$ cat src/rtl/vga_pkg.sv
// vga_pkg: test-pattern enum and default 640x480@60 raster constants shared by
// vga_timing_gen and vga_pattern.
package vga_pkg;

  typedef enum logic [1:0] {
    BLACK    = 2'd0,
    BARS     = 2'd1,
    CHECKER  = 2'd2,
    GRADIENT = 2'd3
  } pattern_e;

  localparam int DEF_H_ACTIVE = 640;
  localparam int DEF_H_FP     = 16;
  localparam int DEF_H_SYNC   = 96;
  localparam int DEF_H_BP     = 48;
  localparam int DEF_V_ACTIVE = 480;
  localparam int DEF_V_FP     = 10;
  localparam int DEF_V_SYNC   = 2;
  localparam int DEF_V_BP     = 33;

endpackage

$ cat src/rtl/vga_pattern.sv
// vga_pattern: combinational test-pattern colour for the current raster position.
// Coordinate bit fields are pre-extracted by the parent so widths stay generic.
module vga_pattern
  import vga_pkg::*;
#(
  parameter int H_ACTIVE = DEF_H_ACTIVE,
  parameter int CW       = 1,
  parameter int XW       = 10
) (
  input  logic [XW-1:0] hcnt,
  input  logic [CW-1:0] xg,
  input  logic [CW-1:0] yg,
  input  logic          x5,
  input  logic          y5,
  input  pattern_e      mode,
  input  logic          de,
  output logic [CW-1:0] r,
  output logic [CW-1:0] g,
  output logic [CW-1:0] b
);

  logic [2:0] w_bar;

  // Bar index from constant thresholds; H_ACTIVE is a multiple of 8.
  always_comb begin
    w_bar = 3'd0;
    for (int k = 1; k < 8; k++) begin
      if (int'(hcnt) >= k * (H_ACTIVE / 8)) w_bar = 3'(k);
    end
  end

  always_comb begin
    r = '0;
    g = '0;
    b = '0;
    if (de) begin
      case (mode)
        BARS: begin
          r = {CW{w_bar[2]}};
          g = {CW{w_bar[1]}};
          b = {CW{w_bar[0]}};
        end
        CHECKER: begin
          if (x5 ^ y5) begin
            r = '1;
            g = '1;
            b = '1;
          end
        end
        GRADIENT: begin
          r = xg;
          g = yg;
        end
        default: ;
      endcase
    end
  end

endmodule

$ cat src/rtl/vga_timing_gen.sv
// vga_timing_gen: VGA raster counters with registered sync/de/strobes and pattern RGB.
// Define VGA_CE_EN to add the pix_ce pixel clock-enable port.
module vga_timing_gen
  import vga_pkg::*;
#(
  parameter int H_ACTIVE  = DEF_H_ACTIVE,
  parameter int H_FP      = DEF_H_FP,
  parameter int H_SYNC    = DEF_H_SYNC,
  parameter int H_BP      = DEF_H_BP,
  parameter int V_ACTIVE  = DEF_V_ACTIVE,
  parameter int V_FP      = DEF_V_FP,
  parameter int V_SYNC    = DEF_V_SYNC,
  parameter int V_BP      = DEF_V_BP,
  parameter bit HSYNC_POL = 1'b0,
  parameter bit VSYNC_POL = 1'b0,
  parameter int CW        = 1,
  localparam int H_TOTAL  = H_ACTIVE + H_FP + H_SYNC + H_BP,
  localparam int V_TOTAL  = V_ACTIVE + V_FP + V_SYNC + V_BP,
  localparam int XW       = $clog2(H_TOTAL),
  localparam int YW       = $clog2(V_TOTAL)
) (
  input  logic          clk,
  input  logic          rst_n,
`ifdef VGA_CE_EN
  input  logic          pix_ce,
`endif
  input  pattern_e      mode_i,
  output logic          hsync,
  output logic          vsync,
  output logic          de,
  output logic [XW-1:0] x,
  output logic [YW-1:0] y,
  output logic          line_start,
  output logic          frame_start,
  output logic [CW-1:0] r,
  output logic [CW-1:0] g,
  output logic [CW-1:0] b
);

  if (H_FP < 1 || H_SYNC < 1 || H_BP < 1 || V_FP < 1 || V_SYNC < 1 || V_BP < 1) begin : g_bad_porch
    $error("vga_timing_gen: porch and sync widths must be at least 1");
  end
  if (CW < 1 || CW > 8) begin : g_bad_cw
    $error("vga_timing_gen: CW must be in 1..8");
  end
  if (H_ACTIVE % 8 != 0) begin : g_bad_ha
    $error("vga_timing_gen: H_ACTIVE must be a multiple of 8");
  end

  localparam logic [XW-1:0] HA     = XW'(H_ACTIVE);
  localparam logic [XW-1:0] HS_B   = XW'(H_ACTIVE + H_FP);
  localparam logic [XW-1:0] HS_E   = XW'(H_ACTIVE + H_FP + H_SYNC);
  localparam logic [XW-1:0] H_LAST = XW'(H_TOTAL - 1);
  localparam logic [YW-1:0] VA     = YW'(V_ACTIVE);
  localparam logic [YW-1:0] VS_B   = YW'(V_ACTIVE + V_FP);
  localparam logic [YW-1:0] VS_E   = YW'(V_ACTIVE + V_FP + V_SYNC);
  localparam logic [YW-1:0] V_LAST = YW'(V_TOTAL - 1);

  logic [XW-1:0] r_hcnt, r_x;
  logic [YW-1:0] r_vcnt, r_y;
  pattern_e      r_mode;
  logic          r_hsync, r_vsync, r_de, r_line_start, r_frame_start;
  logic [CW-1:0] r_r, r_g, r_b;

  logic          w_ce, w_h_last, w_v_last, w_de, w_hs_act, w_vs_act;
  logic          w_x5, w_y5;
  logic [CW-1:0] w_xg, w_yg, w_r, w_g, w_b;

`ifdef VGA_CE_EN
  assign w_ce = pix_ce;
`else
  assign w_ce = 1'b1;
`endif

  assign w_h_last = (r_hcnt == H_LAST);
  assign w_v_last = (r_vcnt == V_LAST);
  assign w_de     = (r_hcnt < HA) && (r_vcnt < VA);
  assign w_hs_act = (r_hcnt >= HS_B) && (r_hcnt < HS_E);
  assign w_vs_act = (r_vcnt >= VS_B) && (r_vcnt < VS_E);

  // Coordinate bits beyond the counter width read as zero for small rasters.
  for (genvar i = 0; i < CW; i++) begin : g_grad
    if (i + 3 < XW) begin : g_xb
      assign w_xg[i] = r_hcnt[i+3];
    end else begin : g_xz
      assign w_xg[i] = 1'b0;
    end
    if (i + 3 < YW) begin : g_yb
      assign w_yg[i] = r_vcnt[i+3];
    end else begin : g_yz
      assign w_yg[i] = 1'b0;
    end
  end

  if (XW > 5) begin : g_x5
    assign w_x5 = r_hcnt[5];
  end else begin : g_x5z
    assign w_x5 = 1'b0;
  end
  if (YW > 5) begin : g_y5
    assign w_y5 = r_vcnt[5];
  end else begin : g_y5z
    assign w_y5 = 1'b0;
  end

  vga_pattern #(
    .H_ACTIVE(H_ACTIVE),
    .CW      (CW),
    .XW      (XW)
  ) u_pattern (
    .hcnt(r_hcnt),
    .xg  (w_xg),
    .yg  (w_yg),
    .x5  (w_x5),
    .y5  (w_y5),
    .mode(r_mode),
    .de  (w_de),
    .r   (w_r),
    .g   (w_g),
    .b   (w_b)
  );

  always_ff @(posedge clk or negedge rst_n) begin
    if (!rst_n) begin
      r_hcnt        <= '0;
      r_vcnt        <= '0;
      r_x           <= '0;
      r_y           <= '0;
      r_de          <= 1'b0;
      r_hsync       <= ~HSYNC_POL;
      r_vsync       <= ~VSYNC_POL;
      r_line_start  <= 1'b0;
      r_frame_start <= 1'b0;
      r_mode        <= BLACK;
      r_r           <= '0;
      r_g           <= '0;
      r_b           <= '0;
    end else begin
      r_line_start  <= 1'b0;
      r_frame_start <= 1'b0;
      if (w_ce) begin
        r_hcnt <= w_h_last ? '0 : r_hcnt + 1'b1;
        if (w_h_last) r_vcnt <= w_v_last ? '0 : r_vcnt + 1'b1;
        // Pattern changes only take effect at a frame boundary.
        if (w_h_last && w_v_last) r_mode <= mode_i;
        r_x           <= r_hcnt;
        r_y           <= r_vcnt;
        r_de          <= w_de;
        r_hsync       <= w_hs_act ? HSYNC_POL : ~HSYNC_POL;
        r_vsync       <= w_vs_act ? VSYNC_POL : ~VSYNC_POL;
        r_line_start  <= (r_hcnt == '0);
        r_frame_start <= (r_hcnt == '0) && (r_vcnt == '0);
        r_r           <= w_r;
        r_g           <= w_g;
        r_b           <= w_b;
      end
    end
  end

  assign hsync       = r_hsync;
  assign vsync       = r_vsync;
  assign de          = r_de;
  assign x           = r_x;
  assign y           = r_y;
  assign line_start  = r_line_start;
  assign frame_start = r_frame_start;
  assign r           = r_r;
  assign g           = r_g;
  assign b           = r_b;

endmodule
$ cat config.mk
export PLATFORM = sky130hd
export DESIGN_NAME = vga_timing_gen
export DESIGN_NICKNAME = d
export VERILOG_FILES = /design/src/rtl/vga_pkg.sv /design/src/rtl/vga_pattern.sv /design/src/rtl/vga_timing_gen.sv
export SDC_FILE = /design/constraint.sdc
export NUM_CORES = 1
export LEC_CHECK = 0
export CAP_MARGIN = 25
export CORE_ASPECT_RATIO = 1.2
export CORE_MARGIN = 2
export CORE_UTILIZATION = 48
export DETAILED_ROUTE_END_ITERATION = 16
export PLACE_DENSITY = 0.69
export REMOVE_ABC_BUFFERS = 1
export SLEW_MARGIN = 15
export SYNTH_ARGS = -nofsm -noshare
export SYNTH_HDL_FRONTEND = slang
export SYNTH_SLANG_ARGS = --single-unit
export TNS_END_PERCENT = 5
$ cat constraint.sdc
create_clock -name clk -period 2.65 [get_ports clk]
set_input_delay 0.795 -clock clk [delete_from_list [all_inputs] [get_ports clk]]
set_output_delay 0.795 -clock clk [all_outputs]
set_load 0.01 [all_outputs]
==> impl_metrics.yaml, run 1 <==
run_status:
  outcome: "complete, no violations"
floorplan:
  die_x_microns: 65.14
  die_h_microns: 77.37
  die-area_sq_um: 5040
  start_util_pct: 50.15
  ios: 32
  core_region_area_sq_um: 4294
  std_cell_rows: 26
timing:
  max_slew_margin_pct: 41.61
  min_period_ps: 2139
  rsz0062_at_grt: "false"
  skew_ps: 5.321
  worstMarginPinSlew_ps: 875.9
  setup_tns_ps: 0
  fmax_mhz: 467.5
  finalCritPeriodShare_pct: 80.71
  setup_viol: 0
  final-hold-violation-count: 0
  slew_viol_final: 0
detailed_routing:
  firstDrtPassIters: 4
  routed.top_layer: "met4"
  vias: 1472
  wl_per_cell_microns: 14.99
  drtIter0Drc: 123
  drcViolationCount: 0
  wl_met1_microns: 1731
  wl_met2_microns: 2060
  wirelength_microns: 4031
  antenna_left: 0
  dr_wl_met3_microns: 158
  vias_per_cell: 5.472
place:
  gp_congestion: 0.8226
  dp_hpwl_microns: 2918
  port_buffers: 31
power_and_ir_drop:
  total_power_uw: 1324
  power.share.combinational_pct: 1.5
  netSwitchingFraction_pct: 18.78
  switchingPower_uw: 248.6
  share_seq_of_total_power_pct: 57.6
  power-per-cell-area_nw_per_um2: 508.6
  peakVddDrop_v: 0.0003981
  p_int_uw: 1075
  leakagePower_uw: 0.001193
  clockPowerShare_pct: 41.0
critical_path:
  worstPathArrival_ps: 1340
  critPathKind: "reg2out"
  required_ps: 1860
  cp_cell_sequence: "clkdlybuf4s50_1"
  cp_slowest_stage_delay_ps: 530
  crit_buf_inv: 1
  setup.worst_path.end_class: "primary output"
  crit_family: "buffers and inverters"
  startpoint_type: "register"
  worst_path_max_delay_cell: "clkdlybuf4s50_1"
  crit_fanout: 1
clock_tree:
  cts.sinks: 50
  clock_path_buffers: 2
  cts_root_buffer: "clkbuf_8"
  numCtsBuffers: 5
  h-tree-depth: 2
  cts.hold.buffers_added: 0
  post-cts-setup-buffers: 0
  clk_latency_ps: 300
  clk_pin_slew_worst_paths_ps: 80
  cts_tree: "yes"
  cts_resized: 0
cells_and_area:
  n_fill_cell: 369
  layout-drive-gt1-share_pct: 8.920
  final_nets: 224
  area_growth_pct: 20.86
  seq_area_sq_um: 1254
  diodes: 0
  multi_input_area_sq_um: 804.5
yosys:
  netlist_instances: 182
  avgSynthCellArea_sq_um: 11.83
  ys_seq_area_share_pct: 58.22
  async_flop_share_pct: 100.0
  ys.flop_type: "dfrtp_1"
  synth-edff-count: 0
  synth_seq_cells: 50
  yosys.cell_count.top_type: "dfrtp_1"
  synth_warnings: 0
  synth.distinct_cells: 49
  synth_top_cells_by_count: "48 x dfrtp_1, 13 x nand3_1, 12 x nor2_1"
  yosysTopAreaCell: "dfrtp_1"
  synth_top_area_share_pct: 55.78
  synth.area.top_cells: "dfrtp_1 56%, ha_1 4.6%, xnor2_1 3.3%"
  synth_area_sq_um: 2153
run:
  cap_violations: 0
global_route:
  overflow: 0
  grt_pass1_vias: 1402
  antenna_found_initial: 0
  grt_pass1_wl_microns: 7010
  grt_usage_pct: 18.38
  grt_max_degree: 43
worst_hold_path:
  hold_path.class: "reg2reg"
-- cell type report --
| type | count | area share [%] |
|---|---|---|
| sequential | 50 | 48.17 |
| multi-input combinational | 112 | 30.91 |
| timing repair buffer | 33 | 12.31 |
| clock buffer | 7 | 3.317 |
| tap | 56 | 2.692 |
| inverter | 10 | 1.442 |
| clock inverter | 1 | 1.154 |
-- path summary, 6_finish.rpt --
path	startpoint	to	slack, ps	cells past startpoint
min	r_hcnt[1]$_DFF_PN0_	x[1]$_DFF_PN0_	450	0
max reg2reg	r_hcnt[5]$_DFF_PN0_	r_mode[0]$_DFFE_PN0P_	600	4
min reg2reg	r_hcnt[1]$_DFF_PN0_	x[1]$_DFF_PN0_	450	0
max in group asynchronous	rst_n	r_mode[0]$_DFFE_PN0P_	1420	2
max	hsync$_DFF_PN1_	hsync	510	1
min in group asynchronous	rst_n	y[9]$_DFF_PN0_	610	1
-- layout by cell type, fill, tap and decap left out, drive strengths merged, types with 2 or more instances in the layout --
cell / instances
nand3: 14
and4: 4
nand4: 4
and2: 2
a21o: 2
dfstp: 2
buf: 3
nor2b: 2
xor2: 6
nor3: 6
nand2: 4
mux2: 2
inv: 10
nor2: 13
nor4: 7
clkdlybuf4s50: 30
xnor2: 8
clkbuf: 7
o21ai: 6
dfrtp: 48
or3: 2
and3: 5
a211oi: 2
ha: 8
-- routing by layer --
layer | GRT usage (%) | up-vias
li1 | - | 696
met1 | 23.39 | 730
met2 | 30.62 | 37
met3 | 3.913 | 9
met4 | 7.083 | 0
met5 | 0 | -
-- stage by stage --
stage | util, % | hold slack (ps) | area, sq um | setup slack [ps] | instances
floorplan | - | 405.8 | 2096 | 774.2 | 172
global placement | 57.90 | 418.5 | 2486 | 670.6 | 261
detailed placement | 57.90 | 437.3 | 2486 | 591.3 | 261
CTS | 60.61 | 450.5 | 2603 | 496.5 | 269
global route | 60.61 | 497.0 | 2603 | 464.3 | 269
finish | 60.61 | 451.3 | 2603 | 511.2 | 269
-- power by group through the flow --
stage / Sequential (uW) / Combinational [uW] / Clock, uW
global route: 763 / 23.1 / 599
CTS: 762 / 20.5 / 553
detailed placement: 777 / 20.6 / 0
finish: 762 / 19.3 / 542
floorplan: 778 / 0.0282 / 0
global placement: 777 / 19.8 / 0
-- registers in the layout (all words and copies together), names as in the netlist, 2 cells and up --
| signal | cells |
|---|---|
| r_mode | 2 |
| r_vcnt | 10 |
| r_hcnt | 10 |
| y | 10 |
| x | 10 |
-- kinds of logic (layout without fill, tap and decap cells) --
logic type / after synthesis / in the layout / share of synthesized area, %
flops: 50 / 50 / 58.22
simple gates: 69 / 69 / 19.93
mux: 2 / 2 / 1.046
xor+xnor: 14 / 14 / 5.694
compound gates: 18 / 18 / 5.578
buf+inv: 20 / 51 / 4.416
fa+ha+maj: 9 / 9 / 5.114
No activity file was read; power rests on OpenSTA's default activity.
==> inputs of run 2 (changes only) <==
Clock period 2.65 ns to 2 ns, I/O delays scaled along.
==> impl_metrics.yaml, run 2 (same netlist as run 1, synthesis figures left out) <==
timing:
  min_period_ps: 1948
  setup_tns_ps: 0
  finalCritPeriodShare_pct: 97.41
  rsz0062_at_grt: "false"
  final.setup.worst_slack_ps: 51.77
  final-hold-violation-count: 0
  max_slew_margin_pct: 66.43
  fmax_mhz: 513.3
  skew_ps: 2.964
  setup_viol: 0
  slew_viol_final: 0
  whs_ps: 223.4
  worstMarginPinSlew_ps: 499.4
floorplan:
  die_h_microns: 77.37
  std_cell_rows: 26
  start_util_pct: 50.15
  core_region_area_sq_um: 4294
  ios: 32
  die-area_sq_um: 5040
  die_x_microns: 65.14
critical_path:
  r2r-end: "r_mode[0]$_DFFE_PN0P_"
  setup.worst_path.end_class: "primary output"
  crit_fanout: 1
  startpoint_type: "register"
  required_ps: 1400
  crit_buf_inv: 1
  worst_path_max_delay_cell: "clkdlybuf4s50_1"
  critPathKind: "reg2out"
  cp_slowest_stage_delay_ps: 530
  rr_startpoint: "r_hcnt[0]$_DFF_PN0_"
  cp_cell_sequence: "clkdlybuf4s50_1"
  rrSetupSlack_ps: 160
  crit_family: "buffers and inverters"
  worstPathArrival_ps: 1350
  ff2ff_path_depth: 5
power_and_ir_drop:
  power.share.combinational_pct: 1.5
  peakVddDrop_v: 0.0003217
  switchingPower_uw: 334.8
  p_int_uw: 1391
  share_seq_of_total_power_pct: 58.5
  clockPowerShare_pct: 40.0
  power-per-cell-area_nw_per_um2: 645.2
  leakagePower_uw: 0.001241
  netSwitchingFraction_pct: 19.40
place:
  port_buffers: 31
  gp_congestion: 0.8067
  dp_hpwl_microns: 2984
  pre_cts_slack_ps: 162.9
clock_tree:
  post-cts-setup-buffers: 0
  h-tree-depth: 2
  cts.hold.buffers_added: 0
  clk_latency_ps: 300
  cts.sinks: 50
  cts_root_buffer: "clkbuf_8"
  cts_resized: 0
  cts_tree: "yes"
  clk_pin_slew_worst_paths_ps: 90
  clock_path_buffers: 2
  numCtsBuffers: 5
global_route:
  overflow: 0
  grt_pass1_vias: 1604
  antenna_found_initial: 0
  grt_pass1_wl_microns: 7569
  grt_usage_pct: 19.39
  grt_max_degree: 22
detailed_routing:
  drtIter0Drc: 111
  antenna_left: 0
  wl_per_cell_microns: 15.21
  vias_per_cell: 5.411
  drcViolationCount: 0
  vias: 1515
  wirelength_microns: 4259
  firstDrtPassIters: 4
cells_and_area:
  area_growth_pct: 24.23
  final_nets: 235
  layout-drive-gt1-share_pct: 12.95
  final_common_cell: "dfrtp_1"
  final_cell_mix: "48 x dfrtp_1, 30 x clkdlybuf4s50_1, 13 x nand3_1, 13 x buf_4, 12 x nor2_1"
  diodes: 0
worst_hold_path:
  hold_path.class: "in2async"
run:
  cap_violations: 0
run_status:
  outcome: "complete, no violations"
## run 2: cell count changes in the layout (fill, tap and decap cells not counted)
cell / delta
buf_4: +11
clkbuf_8: -1
clkbuf_1: +1
## run 2: worst max-delay path by stage
stage | startpoint | end | slack, ps | cells past startpoint
final | hsync$_DFF_PN1_ | hsync | 50 | 1
after global routing | vsync$_DFF_PN1_ | vsync | 10 | 1
after CTS | hsync$_DFF_PN1_ | hsync | 40 | 1
after detailed placement | r_hcnt[0]$_DFF_PN0_ | r_mode[0]$_DFFE_PN0P_ | 160 | 5
after global placement | r_hcnt[0]$_DFF_PN0_ | r_mode[0]$_DFFE_PN0P_ | 240 | 5
after floorplan | r_hcnt[5]$_DFF_PN0_ | r_mode[0]$_DFFE_PN0P_ | 120 | 4
## run 2: per-stage QoR
step | instances | area (sq um) | power (uW) | utilization [%]
CTS | 280 | 2675 | 1733 | 62.30
global route | 280 | 2675 | 1795 | 62.30
finish | 280 | 2675 | 1726 | 62.30
detailed placement | 272 | 2569 | 1058 | 59.82
global placement | 272 | 2569 | 1057 | 59.82
floorplan | 172 | 2096 | 1030 | -
## run 2: layout make-up
type / instances / area, sq um
multi-input cells: 112 / 804.5
clock inverters: 1 / 30.03
well taps: 56 / 70.07
inverters: 10 / 37.54
clock buffers: 7 / 76.32
flip-flops and latches: 50 / 1254
repair buffers: 44 / 402.9
fillers: 350 / 1619
## run 2: per-layer routing
layer,part of all wire [%],GRT usage [%]
met1,42,23.49
met2,53,34.12
met3,4.1,4.783
met4,1.2,5.417
met5,0,0
## run 2: power groups by stage
stage | Combinational [uW] | Sequential, uW | Clock [uW]
after floorplan | 0.0372 | 1030 | 0
after global placement | 26.4 | 1030 | 0
after detailed placement | 27.9 | 1030 | 0
after CTS | 27.8 | 1010 | 695
after global routing | 30.8 | 1010 | 754
final | 26.0 | 1010 | 690
==> inputs of run 3 (changes only) <==
Settings changed: RECOVER_POWER from default to 25.
==> impl_metrics.yaml, run 3 (same netlist as run 1, synthesis figures left out) <==
detailed_routing:
  vias_per_cell: 5.389
  vias: 1509
  antenna_left: 0
  firstDrtPassIters: 4
  drcViolationCount: 0
  wl_per_cell_microns: 15.16
  wirelength_microns: 4246
  drtIter0Drc: 111
critical_path:
  cp.depth: 1
  worstPathArrival_ps: 1350
  required_ps: 1400
  setup.worst_path.end_class: "primary output"
  rr_startpoint: "r_hcnt[0]$_DFF_PN0_"
  startpoint_type: "register"
  crit_family: "buffers and inverters"
  ff2ff_path_depth: 5
  worst_path_max_delay_cell: "clkdlybuf4s50_1"
  crit_buf_inv: 1
  critPathKind: "reg2out"
  cp-startpoint: "hsync$_DFF_PN1_"
  cp_cell_sequence: "clkdlybuf4s50_1"
  crit_fanout: 1
  cp_slowest_stage_delay_ps: 530
timing:
  worstMarginPinSlew_ps: 994.4
  final-hold-violation-count: 0
  slew_viol_final: 0
  min_period_ps: 1947
  setup_tns_ps: 0
  rsz0062_at_grt: "false"
  fmax_mhz: 513.6
  setup_viol: 0
  finalCritPeriodShare_pct: 97.35
  skew_ps: 3.886
  max_slew_margin_pct: 33.71
cells_and_area:
  multi_input_area_sq_um: 804.5
  seq_area_sq_um: 1254
  final_cells: 280
  final_nets: 235
  layout-drive-gt1-share_pct: 11.61
  diodes: 0
  final_common_cell: "dfrtp_1"
  final_cell_mix: "48 x dfrtp_1, 30 x clkdlybuf4s50_1, 13 x nand3_1"
  area_growth_pct: 23.82
  n_fill_cell: 351
power_and_ir_drop:
  switchingPower_uw: 334.0
  p_int_uw: 1391
  share_seq_of_total_power_pct: 58.6
  netSwitchingFraction_pct: 19.36
  clockPowerShare_pct: 40.0
  power.share.combinational_pct: 1.5
  power-per-cell-area_nw_per_um2: 646.9
  leakagePower_uw: 0.001230
  peakVddDrop_v: 0.0003208
floorplan:
  die_x_microns: 65.14
  start_util_pct: 50.15
  core_region_area_sq_um: 4294
  die-area_sq_um: 5040
  std_cell_rows: 26
  ios: 32
  die_h_microns: 77.37
place:
  dpl.cell_count: 272
  dp_hpwl_microns: 2984
  port_buffers: 31
  gp_congestion: 0.8067
clock_tree:
  cts_resized: 0
  clk_pin_slew_worst_paths_ps: 90
  clk_latency_ps: 300
  cts_root_buffer: "clkbuf_8"
  cts.sinks: 50
  numCtsBuffers: 5
  h-tree-depth: 2
  cts.hold.buffers_added: 0
  post-cts-setup-buffers: 0
  cts_tree: "yes"
  clock_path_buffers: 2
global_route:
  antenna_found_initial: 0
  grt_pass1_wl_microns: 7569
  grt_usage_pct: 19.39
  grt_pass1_vias: 1604
  overflow: 0
  grt_max_degree: 22
run:
  cap_violations: 0
worst_hold_path:
  hold_path.class: "in2async"
run_status:
  outcome: "complete, no violations"
run 3: worst register-to-register path, cell delays in order, from the launching register on:
cell and delay [ps]:
dfrtp_1 420, ha_1 250, nand3_2 100, or3_4 450
nor2_8 160, mux2_1 340
run 3: final timing paths:
| path | endpoint | slack (ps) |
|---|---|---|
| max | hsync | 50 |
| min | y[1]$_DFF_PN0_ | 440 |
| max reg2reg | r_mode[0]$_DFFE_PN0P_ | 160 |
| max in group asynchronous | hsync$_DFF_PN1_ | 730 |
| min in group clk | x[1]$_DFF_PN0_ | 460 |
| min reg2reg | x[1]$_DFF_PN0_ | 460 |
run 3: layer usage:
layer	vias up	routed length, microns	track usage (%)
li1	713	-	-
met1	748	1766	23.49
met2	43	2263	34.12
met3	5	165	4.783
met4	0	51	5.417
met5	-	0	0
run 3: metrics by stage:
stage	instance area [sq um]	hold WS [ps]	total power, uW	setup slack (ps)	util [%]
2_1_floorplan	2096	304.4	1030	124.2	-
3_3_place_gp	2569	417.2	1057	240.6	59.82
3_5_place_dp	2569	444.9	1058	162.9	59.82
4_1_cts	2675	238.4	1733	43.90	62.30
5_1_grt	2666	494.4	1794	12.31	62.09
6_report	2666	439.2	1725	53.07	62.09
run 3: final cells by class:
cell class | instances | area share, %
clock buffer | 7 | 2.863
clock inverter | 1 | 1.126
timing repair buffer | 44 | 14.78
sequential | 50 | 47.02
multi-input combinational | 112 | 30.17
inverter | 10 | 1.408
tap | 56 | 2.628
run 3: power groups by stage:
stage          sequential (uW)  combinational [uW]  clock [uW]
6_report                  1010                25.6         689
5_1_grt                   1010                30.3         754
4_1_cts                   1010                27.8         695
3_5_place_dp              1030                27.9           0
3_3_place_gp              1030                26.4           0
2_1_floorplan             1030              0.0372           0
